## src/rtl/ps2_morse_keyer.sv

```systemverilog
// ps2_morse_keyer
// Turns PS/2 Set-2 scancodes into keyed Morse. Break (0xF0) and extended
// (0xE0) prefixes are filtered out. A-Z, 0-9 and space are translated and
// queued in a DEPTH-entry FIFO. A timing FSM keys the queued patterns out on
// morse_out, using UNIT_CYCLES clocks per dot. tone_out is a square wave
// gated by the mark.
//
// Ports
//   clk                    system clock
//   rst_n                  asynchronous active-low reset
//   ps2_received_data      scancode byte
//   ps2_received_data_strb one-cycle strobe, data valid this cycle
//   enable                 allows a new character to start
//   tone_en                enables tone_out
//   morse_out              keyed level, 1 = mark
//   tone_out               square wave (toggles every TONE_DIV clocks) during a mark
//   busy                   FSM not idle or FIFO not empty
//   fifo_full              FIFO level == DEPTH
//   overflow               sticky, a character was dropped on a full FIFO
//   fifo_level             current FIFO occupancy
module ps2_morse_keyer #(
    parameter int DEPTH       = 16,
    parameter int UNIT_CYCLES = 1200000,
    parameter int TONE_DIV    = 6000
) (
    input  logic                     clk,
    input  logic                     rst_n,
    input  logic [7:0]               ps2_received_data,
    input  logic                     ps2_received_data_strb,
    input  logic                     enable,
    input  logic                     tone_en,
    output logic                     morse_out,
    output logic                     tone_out,
    output logic                     busy,
    output logic                     fifo_full,
    output logic                     overflow,
    output logic [$clog2(DEPTH):0]   fifo_level
);

    localparam int AW = $clog2(DEPTH);
    localparam int LW = AW + 1;
    localparam int CW = $clog2(4 * UNIT_CYCLES + 1);
    localparam int TW = $clog2(TONE_DIV + 1);

    localparam logic [CW-1:0] C_DOT  = CW'(UNIT_CYCLES - 1);
    localparam logic [CW-1:0] C_DASH = CW'(3 * UNIT_CYCLES - 1);
    // The IDLE cycle that pops a space already counts as the first cycle of
    // the word gap. A space therefore adds exactly 4 units between marks,
    // and only the one idle cycle per character remains as overhead.
    localparam logic [CW-1:0] C_WORD = CW'(4 * UNIT_CYCLES - 2);

    localparam logic [2:0] S_IDLE     = 3'd0;
    localparam logic [2:0] S_MARK     = 3'd1;
    localparam logic [2:0] S_GAP_ELEM = 3'd2;
    localparam logic [2:0] S_GAP_CHAR = 3'd3;
    localparam logic [2:0] S_GAP_WORD = 3'd4;

    // Set-2 scancode -> {valid, len[2:0], elem[4:0]}. Elements are
    // left-aligned in elem, so the first element sits in elem[4]. 1 = dash.
    function automatic logic [8:0] f_xlate(input logic [7:0] b);
        logic [8:0] v;
        v = '0;
        case (b)
            8'h1C: v = {1'b1, 3'd2, 5'b01000}; // A
            8'h32: v = {1'b1, 3'd4, 5'b10000}; // B
            8'h21: v = {1'b1, 3'd4, 5'b10100}; // C
            8'h23: v = {1'b1, 3'd3, 5'b10000}; // D
            8'h24: v = {1'b1, 3'd1, 5'b00000}; // E
            8'h2B: v = {1'b1, 3'd4, 5'b00100}; // F
            8'h34: v = {1'b1, 3'd3, 5'b11000}; // G
            8'h33: v = {1'b1, 3'd4, 5'b00000}; // H
            8'h43: v = {1'b1, 3'd2, 5'b00000}; // I
            8'h3B: v = {1'b1, 3'd4, 5'b01110}; // J
            8'h42: v = {1'b1, 3'd3, 5'b10100}; // K
            8'h4B: v = {1'b1, 3'd4, 5'b01000}; // L
            8'h3A: v = {1'b1, 3'd2, 5'b11000}; // M
            8'h31: v = {1'b1, 3'd2, 5'b10000}; // N
            8'h44: v = {1'b1, 3'd3, 5'b11100}; // O
            8'h4D: v = {1'b1, 3'd4, 5'b01100}; // P
            8'h15: v = {1'b1, 3'd4, 5'b11010}; // Q
            8'h2D: v = {1'b1, 3'd3, 5'b01000}; // R
            8'h1B: v = {1'b1, 3'd3, 5'b00000}; // S
            8'h2C: v = {1'b1, 3'd1, 5'b10000}; // T
            8'h3C: v = {1'b1, 3'd3, 5'b00100}; // U
            8'h2A: v = {1'b1, 3'd4, 5'b00010}; // V
            8'h1D: v = {1'b1, 3'd3, 5'b01100}; // W
            8'h22: v = {1'b1, 3'd4, 5'b10010}; // X
            8'h35: v = {1'b1, 3'd4, 5'b10110}; // Y
            8'h1A: v = {1'b1, 3'd4, 5'b11000}; // Z
            8'h45: v = {1'b1, 3'd5, 5'b11111}; // 0
            8'h16: v = {1'b1, 3'd5, 5'b01111}; // 1
            8'h1E: v = {1'b1, 3'd5, 5'b00111}; // 2
            8'h26: v = {1'b1, 3'd5, 5'b00011}; // 3
            8'h25: v = {1'b1, 3'd5, 5'b00001}; // 4
            8'h2E: v = {1'b1, 3'd5, 5'b00000}; // 5
            8'h36: v = {1'b1, 3'd5, 5'b10000}; // 6
            8'h3D: v = {1'b1, 3'd5, 5'b11000}; // 7
            8'h3E: v = {1'b1, 3'd5, 5'b11100}; // 8
            8'h46: v = {1'b1, 3'd5, 5'b11110}; // 9
            8'h29: v = {1'b1, 3'd0, 5'b00000}; // space -> word gap
            default: v = '0;
        endcase
        return v;
    endfunction

    logic          r_brk;
    logic [7:0]    r_mem [DEPTH];
    logic [AW-1:0] r_wp, r_rp;
    logic [LW-1:0] r_level;
    logic          r_ovf;
    logic [2:0]    r_state;
    logic [CW-1:0] r_cnt;
    logic [4:0]    r_elem;
    logic [2:0]    r_left;
    logic [TW-1:0] r_tdiv;
    logic          r_tone;

    logic [8:0]    w_xl;
    logic          w_push, w_full, w_wr, w_pop, w_mark;
    logic [7:0]    w_head;

    assign w_xl   = f_xlate(ps2_received_data);
    // 0xF0/0xE0 are not in the table, so they never reach the FIFO.
    assign w_push = ps2_received_data_strb && !r_brk && w_xl[8];
    assign w_full = (r_level == LW'(DEPTH));
    // A full FIFO refuses the write even if a pop frees a slot this cycle.
    assign w_wr   = w_push && !w_full;
    assign w_pop  = (r_state == S_IDLE) && enable && (r_level != '0);
    assign w_head = r_mem[r_rp];
    assign w_mark = (r_state == S_MARK);

    // Break flag: the byte after 0xF0 is swallowed. 0xE0 leaves it alone.
    always_ff @(posedge clk or negedge rst_n) begin
        if (!rst_n) begin
            r_brk <= 1'b0;
        end else if (ps2_received_data_strb) begin
            if (r_brk)
                r_brk <= 1'b0;
            else if (ps2_received_data == 8'hF0)
                r_brk <= 1'b1;
        end
    end

    always_ff @(posedge clk) begin
        if (w_wr)
            r_mem[r_wp] <= w_xl[7:0];
    end

    always_ff @(posedge clk or negedge rst_n) begin
        if (!rst_n) begin
            r_wp    <= '0;
            r_rp    <= '0;
            r_level <= '0;
            r_ovf   <= 1'b0;
        end else begin
            if (w_wr)
                r_wp <= r_wp + AW'(1);
            if (w_pop)
                r_rp <= r_rp + AW'(1);
            r_level <= r_level + LW'(w_wr) - LW'(w_pop);
            if (w_push && w_full)
                r_ovf <= 1'b1;
        end
    end

    always_ff @(posedge clk or negedge rst_n) begin
        if (!rst_n) begin
            r_state <= S_IDLE;
            r_cnt   <= '0;
            r_elem  <= '0;
            r_left  <= '0;
        end else begin
            case (r_state)
                S_IDLE: begin
                    if (w_pop) begin
                        if (w_head[7:5] != 3'd0) begin
                            r_state <= S_MARK;
                            r_cnt   <= w_head[4] ? C_DASH : C_DOT;
                            r_elem  <= {w_head[3:0], 1'b0};
                            r_left  <= w_head[7:5] - 3'd1;
                        end else begin
                            r_state <= S_GAP_WORD;
                            r_cnt   <= C_WORD;
                        end
                    end
                end
                S_MARK: begin
                    if (r_cnt == '0) begin
                        if (r_left != 3'd0) begin
                            r_state <= S_GAP_ELEM;
                            r_cnt   <= C_DOT;
                        end else begin
                            r_state <= S_GAP_CHAR;
                            r_cnt   <= C_DASH;
                        end
                    end else begin
                        r_cnt <= r_cnt - CW'(1);
                    end
                end
                S_GAP_ELEM: begin
                    if (r_cnt == '0) begin
                        r_state <= S_MARK;
                        r_cnt   <= r_elem[4] ? C_DASH : C_DOT;
                        r_elem  <= {r_elem[3:0], 1'b0};
                        r_left  <= r_left - 3'd1;
                    end else begin
                        r_cnt <= r_cnt - CW'(1);
                    end
                end
                S_GAP_CHAR, S_GAP_WORD: begin
                    if (r_cnt == '0)
                        r_state <= S_IDLE;
                    else
                        r_cnt <= r_cnt - CW'(1);
                end
                default: r_state <= S_IDLE;
            endcase
        end
    end

    // Tone divider runs only while a toned mark is active. It is cleared
    // otherwise, so every mark starts with the tone low.
    always_ff @(posedge clk or negedge rst_n) begin
        if (!rst_n) begin
            r_tdiv <= '0;
            r_tone <= 1'b0;
        end else if (w_mark && tone_en) begin
            if (r_tdiv == TW'(TONE_DIV - 1)) begin
                r_tdiv <= '0;
                r_tone <= ~r_tone;
            end else begin
                r_tdiv <= r_tdiv + TW'(1);
            end
        end else begin
            r_tdiv <= '0;
            r_tone <= 1'b0;
        end
    end

    assign morse_out  = w_mark;
    assign tone_out   = r_tone && w_mark && tone_en;
    assign busy       = (r_state != S_IDLE) || (r_level != '0);
    assign fifo_full  = w_full;
    assign overflow   = r_ovf;
    assign fifo_level = r_level;

endmodule

```

## config.mk

```make
export PLATFORM = sky130hd
export DESIGN_NAME = ps2_morse_keyer
export DESIGN_NICKNAME = d
export VERILOG_FILES = /design/src/rtl/ps2_morse_keyer.sv
export SDC_FILE = /design/constraint.sdc
export NUM_CORES = 1
export LEC_CHECK = 0
export CAP_MARGIN = 20
export CORE_MARGIN = 5
export CORE_UTILIZATION = 25
export DETAILED_ROUTE_END_ITERATION = 16
export GPL_TIMING_DRIVEN = 1
export REMOVE_ABC_BUFFERS = 1
export SYNTH_ARGS = -nofsm -noshare
export SYNTH_HDL_FRONTEND = slang
export SYNTH_SLANG_ARGS = --single-unit
export TNS_END_PERCENT = 1
```

## constraint.sdc

```tcl
create_clock -name clk -period 3.9 [get_ports clk]
set_input_delay 0.78 -clock clk [delete_from_list [all_inputs] [get_ports clk]]
set_output_delay 0.78 -clock clk [all_outputs]
set_load 0.005 [all_outputs]
```

======== Word level (Yosys, flattened, before mapping) ========
Memory sizes are Yosys's and may differ from the RTL's.
Cells that the tools add are included.
W data, S select, Z words.
word-level totals
  bits of input ports ..................... 13
  logic and storage cells ................. 93
  output and inout port bits .............. 10
  flip-flop bits (word level) ............. 63
  RAM bits ................................ 128
  memories kept ........................... 2
  bits in read-only memories .............. 1152
memory list
  name             depth  width  rd ports  clocked after memory_dff  write ports  RTL line  text
  (no name shown)  128    9      1         0                         0            63        case (b)
  r_mem            16     8      1         0                         1            107       logic [7:0] r_mem [DEPTH];
cells by class
  muxes and demuxes ....................... 33
  $add $sub $neg .......................... 8
  eq/ne operators ......................... 14
  bitwise logic cells ..................... 1
  reduce and logical (&&, ||, !) cells .... 24
operators by type and width
  operator                 count
  $mux W23                 5
  $pmux W23 S4             1
  $mux W22                 3
  $mux W13                 2
  $mux W3                  8
  $logic_not A23 Y1        1
  $sub A23 B1 Y23 const B  1
  $mux W5                  3
  $add A13 B1 Y13 const B  1
  $eq A13 B13 Y1 const B   1
  $pmux W3 S4              1
  $pmux W5 S2              1
  $logic_and A1 B1 Y1      9
  $mux W9                  1
  $reduce_bool A3 Y1       3
  $add A4 B1 Y4 const B    2
  $eq A8 B8 Y1 const B     1
  $ne A2 B2 Y1 const B     4
  $reduce_and A4 Y1        2
  $mux W1                  7
  $eq A3 B2 Y1 const B     2
  $ne A2 B1 Y1 const B     3
  $pmux W3 S2              1
  $sub A3 B1 Y3 const B    2
  other kinds (14)         15

======== Logic depth before layout (Yosys ltp) ========
  word-level depth ........................ 6
  depth in mapped cells ................... 20
  depth with buffers taken out ............ 17

======== Worst setup path before layout ========
OpenSTA, ideal clock, no wires.
  path type ............................... input to register
  start point ............................. input port ps2_received_data[1]
  end point ............................... register r_level[4], in the netlist fifo_level[4]
  setup slack ............................. -99 ps
  arrival time ............................ 3874 ps
  stages on the path ...................... 20
  buffers on the path ..................... 3
  path through ............................ clkbuf_1 inv_1 ha_1 nand2_1 a311o_1 o21ai_0 and4b_1 clkbuf_1 clkbuf_1 inv_1 ha_1 inv_1 ha_1 inv_1 fa_1 inv_1 a21oi_1 nor2_1 nor2_1 xnor2_1
on the way
  cells in the longest elaborated chain, start to end .. 6
ends and longest elaborated chain
  item                  RTL line  text
  from (decl)           28        input logic [7:0] ps2_received_data,
  $mem_v2 Z128 W9       --
  $mux W9               63
  $logic_and A1 B1 Y1   124       assign w_push = ps2_received_data_strb && !r_brk && w_xl[8];
  $logic_and A1 B1 Y1   127       assign w_wr = w_push && !w_full;
  $add A5 B1 Y5         160       r_level <= r_level + LW'(w_wr) - LW'(w_pop);
  $sub A5 B1 Y5         160
  to (signal assigned)  160
  to (decl)             109       logic [LW-1:0] r_level;
No other way between the ends.
A chain may end at the register's enable or synchronous reset.

======== Worst setup path after layout ========
Same ends and word-level chain as after synthesis.

==> key figures <==
Worst setup path
  • Crit. Startpoint: ps2_received_data[1]
  • Setup crit end kind: flip-flop
  • Setup CP Type: input pin to flip-flop
  • CP cell instances: clkdlybuf4s50_1 > inv_1 > ha_1 > nand2_1 > a311o_1 > o21ai_0 > and4b_1 > inv_1 > ha_1 > inv_1 > ha_1 > inv_1 > fa_1 > inv_1 > a21oi_1 > nor2_1 > nor2_1 > xnor2_1
  • CP peak stage delay: around 480 ps
  • Reg2Reg Depth: 16
  • R2r setup slk: 770 ps
  • WP data required: about 4200 ps
  • Worst EP arrival: slightly below 4000 ps
  • End point of the critical path: fifo_level[4]$_DFF_PN0_
  • Reg2Reg Launch Point: fifo_level[2]$_DFF_PN0_
  • Most used cell, CP: inv_1
  • Startpoint types: input pin
  • Reg2reg end: fifo_level[4]$_DFF_PN0_
  • Slowest stage cell, crit path: clkdlybuf4s50_1
  • CP max FO: 4

Clock tree
  • Post CTS Setup Buffer Count: 0
  • CTS Sinks: 190
  • Post-CTS sizing: 0
  • Root Driver: clkbuf_16
  • Clk slew on worst S/H paths: about 70 ps
  • Worst-Skew Late Latency: about 440 ps
  • TritonCTS Buffers: 17
  • CTS Hold Bufs: 0
  • CTS tree: yes
  • CTS max path bufs: 2
  • Htree depth: 4

Timing
  • RSZ-0062 raised after global routing: false
  • Fin Setup TNS: 0 ps
  • Final clock skew: slightly below 20 ps
  • Min Clock Period, post-route: between 3000 and 4000 ps
  • Final Hold Vio Count: 0
  • Slew Viols, Final: 0
  • Worst-margin pin slew: 1040 ps
  • Final setup violation count: 0
  • Final period util: 0.908
  • Relative max-transition margin: 0.304
  • Fmax: ~0.28 GHz

Power and ir drop
  • Power Density: about 600 mW/mm^2
  • Peak supply drop: between 0.3 and 0.4 mV
  • Pwr Total: about 6.7 mW
  • NetSw: 2.31 mW
  • Comb power frac: 0.332
  • Sw frac: 0.345
  • Sequential Power Share: 0.413
  • Clock power share: 0.255
  • Int Pwr: roughly 4.4 mW
  • Leakage: 3.99 nW

Detailed routing
  • DRT Pass-1 Iters: 6
  • Wire length on met1: a little under 10 mm
  • Drt drc: 0
  • Vias per cell: between 4 and 5
  • Initial DRC count: about 420
  • DRT Wirelength: around 20 mm
  • Vias: a little over 6000
  • Wirelength per Cell: 15.5 um
  • Met2 WL: between 9 and 10 mm
  • Met3 WL post-DR: 796 um
  • Post-route ant nets: 0
  • Top layer in use: met4

Die
  • Die area: 0.0418 mm^2
  • Die height: 205 um
  • I/O pin count: 23
  • Initial Util: 0.252
  • Core area: approximately 0.037 mm^2
  • Chip width: a little over 200 um
  • Rows: 71

Synth
  • Synth Area in XOR/XNOR: 0.0241
  • Synth Warn #: 0
  • Synth Area in Adders: 0.0299
  • Simple-gate share of the synthesized area: 0.134
  • Avg Cell Area, Syn: 12.9 um^2
  • Post-Synthesis Cells: 731
  • Sequential fraction of the synthesis area: 0.570
  • Post-synth EDFFs: between 100 and 150
  • Mapped Area: 0.00946 mm^2
  • Mux cell area share after synthesis: 0.110
  • Ys async rst share: 0.326
  • Main synth FF type: edfxtp_1
  • Post-synthesis cell type count: between 70 and 80
  • Largest family of logic cells by synthesized area: simple AND/OR/NAND/NOR gates
  • Synthesized flop and latch total: between 150 and 200
  • Compound-Gate Fraction of Synth Area: 0.0997

Global route
  • Vias in the first global route: between 5000 and 6000
  • Total congestion overflow: 0
  • Overall Global Routing Usage: 0.0985
  • First-pass GRT wire length: around 33 mm
  • Largest net degree at the start of global routing: 39
  • Initial antenna violation count: 0

Placed design
  • Port Buf Inserts: 22
  • Routability cong.: slightly below 0.9
  • DP Wirelength: about 14 mm
  • Post-DP Area: 0.0105 mm^2

Final layout
  • Total inserted antenna cells: 0
  • Area grow syn2layout: 17.7%
  • Layout cell share with drive strength beyond 1: 0.183
  • Final instance area: between 0.01 and 0.015 mm^2
  • Nets: approximately 820

Status
  • Status: finished clean

Worst hold path
  • Worst Hold Class: input pin to asynchronous set/reset pin

Job
  • Max Cap Viol: 0
routing by layer:
metal / track usage / vias to the layer above
met3: 0.0234 / 10
met2: 0.154 / 111
met4: 0.0187 / 0
li1: - / 2924
met5: 0 / -
met1: 0.141 / 3099
power by group through the flow:
stage                     clock network [mW]  logic [mW]  registers (mW)
after detailed placement                   0        2.23            2.80
after CTS                               1.75        2.24            2.76
after global placement                     0        2.20            2.79
after floorplan                            0        1.51            2.77
final                                   1.70        2.22            2.76
after global routing                    1.84        2.47            2.81
stage by stage:
| stage | hold WS, ps | setup slack (ps) | cells | util |
|---|---|---|---|---|
| after global routing | 365 | 129 | 1311 | 0.297 |
| after global placement | 443 | -39.2 | 1278 | 0.281 |
| after floorplan | 425 | 273 | 688 | - |
| after detailed placement | 456 | -116 | 1278 | 0.281 |
| final | 340 | 357 | 1311 | 0.297 |
| after CTS | 337 | 341 | 1310 | 0.297 |
worst min-delay path by stage:
stage | from | to | slack [ps] | cells past startpoint
final | rst_n | r_rp[1]$_DFFE_PN0P_ | 340 | 1
after global routing | rst_n | r_tdiv[5]$_DFF_PN0_ | 370 | 1
after CTS | rst_n | r_tdiv[5]$_DFF_PN0_ | 340 | 1
after detailed placement | r_tdiv[0]$_DFF_PN0_ | r_tdiv[0]$_DFF_PN0_ | 460 | 1
after global placement | r_tdiv[0]$_DFF_PN0_ | r_tdiv[0]$_DFF_PN0_ | 440 | 1
after floorplan | r_tdiv[0]$_DFF_PN0_ | r_tdiv[0]$_DFF_PN0_ | 430 | 1
registers in the layout (all words and copies together) (netlist names):
register,cells
fifo_level,5
r_rp,4
r_wp,4
r_tone,1
r_left,3
overflow,1
r_brk,1
r_cnt,23
r_state,3
r_tdiv,13
r_mem,128
r_elem,4
synthesized netlist by cell type (4+ instances only):
library cell	number	area (um^2)
o2bb2ai_1	5	43.8
and2_1	5	31.3
nor2b_1	13	81.3
mux2i_1	10	100
a221oi_1	4	35.0
a21oi_1	28	140
a211oi_1	5	37.5
dfrtp_1	62	1550
nor2_1	55	206
o21ai_0	26	130
o21a_1	4	30.0
nor4_1	5	31.3
mux2_2	8	90.1
nand2_1	42	158
edfxtp_1	128	3840
nand2b_1	12	75.1
nand4_1	5	31.3
mux4_2	32	721
nor3b_1	5	37.5
o31ai_1	5	37.5
nor3_1	24	120
inv_1	25	93.8
or3_1	9	56.3
nand3_1	17	85.1
clkbuf_1	29	109
o22a_1	7	61.3
and4_1	4	35.0
mux4_1	5	131
a31oi_1	12	75.1
xor2_1	10	87.6
buf_2	6	30.0
or4_1	5	37.5
ha_1	21	263
a22oi_1	5	37.5
xnor2_1	16	140
and3_1	13	81.3
area by class of cell:
type	count	area [um^2]
clock buffer	18	429
clock inverter	14	154
fill	3830	26300
inverter	25	93.8
multi-input combinational	473	3770
sequential	190	5400
tap	511	639
timing repair buffer	80	657
cells in the final DEF (no fill, tap or decap), drive strengths merged, types with 7 or more instances in the layout:
master,n
ha,21
nand2b,12
nand2,42
inv,35
a21oi,28
clkbuf,19
mux4,37
nor2b,13
mux2,8
and3,13
o21ai,27
or3,9
edfxtp,128
xnor2,16
a31oi,12
o22a,7
xor2,10
clkdlybuf4s50,21
buf,58
dfrtp,62
mux2i,10
nor2,55
nand3,20
nor3,26
or4,7
nor4,7
critical path, delay by kind of cell:
kind                     cells  cell delay, ps
adder cells (fa/ha/maj)      4             990
AND/OR/NAND/NOR              4             470
XOR/XNOR                     1             120
buffers and inverters        6             830
AO/OA/AOI/OAI                3             680
cells by family (layout without fill, tap and decap cells):
kind of cell,count (synthesis),in the layout
fa+ha+maj,22,22
buf+inv,68,137
flops,190,190
mux,55,55
simple gates,234,234
xor+xnor,26,26
compound gates,136,136
Power figures use the tool's default switching activity.
